## config.mk

```make
export PLATFORM = sky130hd
export DESIGN_NAME = mem_port_arbiter
export DESIGN_NICKNAME = d
export VERILOG_FILES = /design/src/rtl/mem_port_arbiter.sv
export SDC_FILE = /design/constraint.sdc
export NUM_CORES = 1
export LEC_CHECK = 0
export CAP_MARGIN = 20
export CELL_PAD_IN_SITES_DETAIL_PLACEMENT = 1
export CELL_PAD_IN_SITES_GLOBAL_PLACEMENT = 1
export CORE_MARGIN = 10
export CORE_UTILIZATION = 29
export CTS_CLUSTER_SIZE = 14
export DETAILED_ROUTE_END_ITERATION = 8
export PLACE_DENSITY_LB_ADDON = 0.12
export SLEW_MARGIN = 25
export SYNTH_ARGS = -nofsm -noshare
export SYNTH_HDL_FRONTEND = slang
export SYNTH_SLANG_ARGS = --single-unit
```

## constraint.sdc

```tcl
create_clock -name clk -period 2.9 [get_ports clk]
set_input_delay 0.87 -clock clk [delete_from_list [all_inputs] [get_ports clk]]
set_output_delay 0.87 -clock clk [all_outputs]
set_load 0.03 [all_outputs]
```

## src/rtl/mem_port_arbiter.sv

```systemverilog
// Shares one single-ported fixed-latency memory between instruction fetch,
// load/store and an external debug/DMA port, one access in flight at a time.
module mem_port_arbiter #(
    parameter int unsigned AW         = 30,
    parameter int unsigned DW         = 32,
    parameter int unsigned MemLatency = 1,
    parameter int unsigned MaxWait    = 8
) (
    input  logic          clk,
    input  logic          RESET,
    input  logic          if_req,
    input  logic [AW-1:0] if_addr,
    output logic          if_ack,
    input  logic          ls_req,
    input  logic          ls_we,
    input  logic [AW-1:0] ls_addr,
    input  logic [DW-1:0] ls_wdata,
    output logic          ls_ack,
    input  logic          ext_req,
    input  logic          ext_we,
    input  logic [AW-1:0] ext_addr,
    input  logic [DW-1:0] ext_wdata,
    output logic          ext_ack,
    output logic [DW-1:0] rdata,
    output logic          mem_en,
    output logic          mem_we,
    output logic [AW-1:0] mem_addr,
    output logic [DW-1:0] mem_wdata,
    input  logic [DW-1:0] mem_rdata,
    output logic          busy,
    output logic [1:0]    owner
);

    localparam int unsigned CntW  = 4;
    localparam int unsigned WaitW = 8;
    localparam logic [1:0] OwnNone = 2'd0;
    localparam logic [1:0] OwnIf   = 2'd1;
    localparam logic [1:0] OwnLs   = 2'd2;
    localparam logic [1:0] OwnExt  = 2'd3;
    localparam logic [CntW-1:0]  CntLoad = CntW'(MemLatency - 1);
    localparam logic [WaitW-1:0] WaitMax = WaitW'(MaxWait);

    typedef enum logic [1:0] {S_IDLE, S_ISSUE, S_WAIT, S_RESP} state_e;

    state_e           state_q, state_d;
    logic [1:0]       owner_q, owner_d;
    logic             we_q, we_d;
    logic [AW-1:0]    addr_q, addr_d;
    logic [DW-1:0]    wdata_q, wdata_d;
    logic [DW-1:0]    rdata_q, rdata_d;
    logic [CntW-1:0]  cnt_q, cnt_d;
    logic [WaitW-1:0] ext_wait_q, ext_wait_d;
    logic             mem_en_q, mem_en_d;
    logic             busy_q, busy_d;
    logic             if_ack_q, if_ack_d;
    logic             ls_ack_q, ls_ack_d;
    logic             ext_ack_q, ext_ack_d;
    logic [1:0]       grant;

    // State and datapath registers
    always_ff @(posedge clk) begin
        if (RESET) begin
            state_q    <= S_IDLE;
            owner_q    <= OwnNone;
            we_q       <= 1'b0;
            addr_q     <= '0;
            wdata_q    <= '0;
            rdata_q    <= '0;
            cnt_q      <= '0;
            ext_wait_q <= '0;
            mem_en_q   <= 1'b0;
            busy_q     <= 1'b0;
            if_ack_q   <= 1'b0;
            ls_ack_q   <= 1'b0;
            ext_ack_q  <= 1'b0;
        end else begin
            state_q    <= state_d;
            owner_q    <= owner_d;
            we_q       <= we_d;
            addr_q     <= addr_d;
            wdata_q    <= wdata_d;
            rdata_q    <= rdata_d;
            cnt_q      <= cnt_d;
            ext_wait_q <= ext_wait_d;
            mem_en_q   <= mem_en_d;
            busy_q     <= busy_d;
            if_ack_q   <= if_ack_d;
            ls_ack_q   <= ls_ack_d;
            ext_ack_q  <= ext_ack_d;
        end
    end

    // Arbitration, next state and registered-output next values
    always_comb begin
        state_d    = state_q;
        owner_d    = owner_q;
        we_d       = we_q;
        addr_d     = addr_q;
        wdata_d    = wdata_q;
        rdata_d    = rdata_q;
        cnt_d      = cnt_q;
        ext_wait_d = ext_wait_q;
        mem_en_d   = 1'b0;
        if_ack_d   = 1'b0;
        ls_ack_d   = 1'b0;
        ext_ack_d  = 1'b0;
        grant      = OwnNone;

        if (ext_wait_q == WaitMax && ext_req) grant = OwnExt;
        else if (ls_req)                      grant = OwnLs;
        else if (if_req)                      grant = OwnIf;
        else if (ext_req)                     grant = OwnExt;

        case (state_q)
            S_IDLE: begin
                if (grant != OwnNone) begin
                    state_d  = S_ISSUE;
                    owner_d  = grant;
                    mem_en_d = 1'b1;
                    case (grant)
                        OwnIf: begin
                            we_d   = 1'b0;
                            addr_d = if_addr;
                        end
                        OwnLs: begin
                            we_d    = ls_we;
                            addr_d  = ls_addr;
                            wdata_d = ls_wdata;
                        end
                        default: begin
                            we_d    = ext_we;
                            addr_d  = ext_addr;
                            wdata_d = ext_wdata;
                        end
                    endcase
                end
            end
            S_ISSUE: begin
                cnt_d   = CntLoad;
                state_d = (CntLoad == '0) ? S_RESP : S_WAIT;
            end
            S_WAIT: begin
                cnt_d = cnt_q - CntW'(1);
                if (cnt_q <= CntW'(1)) state_d = S_RESP;
            end
            default: begin
                rdata_d = mem_rdata;
                owner_d = OwnNone;
                state_d = S_IDLE;
            end
        endcase

        // Ack is registered on entry to RESP so it lines up with valid mem_rdata
        if (state_d == S_RESP && state_q != S_RESP) begin
            if_ack_d  = (owner_q == OwnIf);
            ls_ack_d  = (owner_q == OwnLs);
            ext_ack_d = (owner_q == OwnExt);
        end

        if (!ext_req || (state_q == S_IDLE && grant == OwnExt)) begin
            ext_wait_d = '0;
        end else if (owner_q != OwnExt && ext_wait_q != WaitMax) begin
            ext_wait_d = ext_wait_q + WaitW'(1);
        end
    end

    assign busy_d = (state_d != S_IDLE);

    // mem_rdata is only valid during RESP, so it is passed through in the ack cycle
    assign rdata     = (state_q == S_RESP) ? mem_rdata : rdata_q;
    assign if_ack    = if_ack_q;
    assign ls_ack    = ls_ack_q;
    assign ext_ack   = ext_ack_q;
    assign mem_en    = mem_en_q;
    assign mem_we    = we_q;
    assign mem_addr  = addr_q;
    assign mem_wdata = wdata_q;
    assign busy      = busy_q;
    assign owner     = owner_q;

endmodule

```

==> impl_metrics.tcl <==
set metrics [dict create \
    crit_required_ns 2.03 \
    syn_avg_cell_area_um2 9.21 \
    crit_path_max_fanout 20 \
    peakVddDrop_uv 419 \
    grt_usage 0.169 \
    synth.distinct_cells 45 \
    fin_crit_ns 2.74 \
    min_path_cells 2 \
    end_kind "primary output" \
    hold_class "flop to flop" \
    worst_clock_skew_ns 0.0110 \
    portBuffers 294 \
    layout.cells.non_filler 1187 \
    antenna_found_initial 1 \
    synth_cells 619 \
    rows 51 \
    synth_area_um2 5700 \
    syn_to_final_growth_pct 69.4 \
    powerDensity_nw_per_um2 859 \
    die_area_um2 25700 \
    grt_pass1_vias 6034 \
    routed_wl_mm 22.7 \
    via_count 5754 \
    p_leak_nw 3.70 \
    grt_max_degree 85 \
    rr_endpoint "mem_addr[13]$_SDFFE_PP0P_" \
    hp-start "mem_addr[26]$_SDFFE_PP0P_" \
    worst_slew_pin_slew_ns 0.880 \
    postRouteAntennaNets 0 \
    grt_overflow 0 \
    setup_violations 0 \
    slew_viol_final 0 \
    core_area_um2 19400 \
    cts_tree "done" \
    post_drt_wl_per_cell_um 19.1 \
    syn-num-nets 825 \
    drc 0 \
    gp_congestion 0.801 \
    cts-root-buf "clkbuf_16" \
    ys_ff_latch 116 \
    fin_crit_sh 0.944 \
    cp-start-kind "flop" \
    dpl.hpwl_mm 17.7 \
    antenna-diode-count 0 \
    drive_gt1_frac 0.153 \
    ctsHoldBuffers 0 \
    synth-warning-count 0 \
    p_total_w 0.00830 \
    clock_sinks 116 \
    dieHeight_um 160 \
    clk-insertion-delay-late_ns 0.41 \
    grt_pass1_wl_mm 34.9 \
    cp.arrival_ns 1.87 \
    worstReg2RegStart "ext_wait_q[0]$_SDFFE_PP0P_" \
    reg2reg_setup_slack_ns 0.33 \
    reg2reg_depth 10 \
    fmax_mhz 365 \
    first_iter_violations 187 \
    hold_end "mem_addr[26]$_SDFFE_PP0P_" \
    cts_resized 0 \
    synth.yosys.seq_area_share 0.407 \
    placedCellCount 1155 \
    drt-pass1-iter-count 4 \
    start_util 0.294 \
    postCtsSetupRepairBufs 0 \
    drv_cap 0 \
    crit_type "flop to primary output" \
    cts_made_buffers 17 \
    cts.path.max_buffers 2 \
    ios 295 \
    rsz0062_at_grt "no" \
    via_per_inst 4.85 \
    status "finished, final reports clean" \
    clk_pin_slew_ns 0.06 \
    cts.htree.levels 4 \
    final-hold-violation-count 0 \
    slew_headroom 0.414 \
    n_fill_cell 2194 \
    num-nets-final 1115 \
    die_w_um 160 \
]
metal layers:
metal  track usage  wire length [µm]  vias to the layer above
met5             0                 0                        -
met3        0.0550              1430                       20
li1              -                 -                     2814
met2         0.304             11800                      171
met1         0.186              9220                     2749
met4        0.0459               283                        0
worst max-delay path by stage:
stage	startpoint	to	slack, ns
floorplan	ext_req	mem_addr[1]$_SDFFE_PP0P_	0.23
global placement	ls_req	mem_wdata[12]$_SDFFE_PP0P_	-0.11
detailed placement	ext_req	mem_wdata[28]$_SDFFE_PP0P_	-0.18
CTS	state_q[0]$_SDFF_PP0_	rdata[15]	0.12
global route	state_q[0]$_SDFF_PP0_	rdata[15]	0.04
finish	state_q[0]$_SDFF_PP0_	rdata[15]	0.16
area by class of cell:
| class | instances | area [µm²] | area share |
|---|---|---|---|
| repair buffers | 325 | 3240 | 0.336 |
| multi-input cells | 438 | 3100 | 0.321 |
| flip-flops and latches | 116 | 2320 | 0.240 |
| clock buffers | 17 | 425 | 0.0441 |
| well taps | 265 | 332 | 0.0343 |
| clock inverters | 15 | 191 | 0.0198 |
| inverters | 11 | 41.3 | 0.00428 |
state kept, by name, indices dropped and copies added, names as in the netlist, 2 cells and up:
register and count:
mem_addr 30, owner 2, ext_wait_q 8, rdata_q 32
state_q 2, mem_wdata 32, cnt_q 4
worst max-delay path, cell delays in order (launching register included):
cell and delay [ns]:
dfxtp_1 0.42, ha_1 0.20, buf_4 0.28, mux2_2 0.38, buf_4 0.17
placed cells by master (no fill, tap or decap), types with 5 or more instances in the layout:
master / Yosys / layout
nor2b_1: 5 / 5
a21oi_1: 39 / 39
inv_1: 11 / 11
inv_6: 0 / 7
clkbuf_16: 0 / 17
mux2_2: 33 / 33
buf_4: 3 / 52
a211oi_1: 33 / 33
a211o_1: 31 / 31
nand2_1: 37 / 37
a22oi_1: 31 / 31
buf_12: 0 / 12
mux2i_1: 67 / 67
nand4b_1: 5 / 5
dfxtp_1: 116 / 116
nor2_1: 98 / 98
ha_1: 13 / 10
clkdlybuf4s50_1: 0 / 261
report_power, final:
part / internal [W] / switching [W] / leakage (nW) / total (W)
sequential: 0.00198 / 0.000218 / 0.950 / 0.00220
clock: 0.00138 / 0.000840 / 0.298 / 0.00222
combinational: 0.00175 / 0.00213 / 2.46 / 0.00388
total: 0.00511 / 0.00319 / 3.70 / 0.00830
cells in the mapped netlist (all sizes together):
library cell | count | area [µm²]
a211oi | 33 | 248
o21bai | 1 | 7.51
nor3 | 1 | 5.00
a31oi | 1 | 6.26
a21oi | 39 | 195
nor2b | 5 | 31.3
a22oi | 31 | 233
nor4b | 5 | 50.0
or3 | 4 | 26.3
nor4 | 1 | 6.26
o21ai | 3 | 15.0
clkbuf | 23 | 86.3
inv | 11 | 41.3
a21o | 1 | 7.51
or4b | 2 | 20.0
a311oi | 2 | 17.5
nor2 | 98 | 368
or2 | 1 | 6.26
mux2 | 33 | 372
nand4b | 5 | 43.8
or4 | 1 | 7.51
a2111oi | 2 | 17.5
nand3b | 1 | 7.51
a221oi | 2 | 17.5
o22ai | 1 | 6.26
o2bb2ai | 2 | 17.5
o21ba | 1 | 10.0
o31ai | 1 | 7.51
mux2i | 67 | 671
buf | 31 | 165
nand2 | 37 | 139
nand2b | 3 | 18.8
nor3b | 4 | 30.0
nand4 | 1 | 6.26
ha | 13 | 163
and2 | 1 | 8.76
a21bo | 2 | 20.0
dfxtp | 116 | 2320
nand3 | 2 | 10.0
a211o | 31 | 272
cells by family after synthesis:
kind of cell	after synthesis	synth area share
mux	100	0.183
fa+ha+maj	13	0.0285
flops	116	0.407
compound gates	153	0.192
simple gates	172	0.138
buf+inv	65	0.0513
through the flow:
stage	area [µm²]	setup slack [ns]	hold slack, ns	setup TNS [ns]	util
3_5_place_dp	9040	-0.182	0.449	-7.48	0.466
2_1_floorplan	5700	0.229	0.456	0	-
3_3_place_gp	9040	-0.111	0.442	-3.68	0.466
5_1_grt	9660	0.0423	0.470	0	0.498
4_1_cts	9660	0.119	0.457	0	0.498
6_report	9660	0.162	0.455	0	0.498
(Power assumes the default switching activity.)
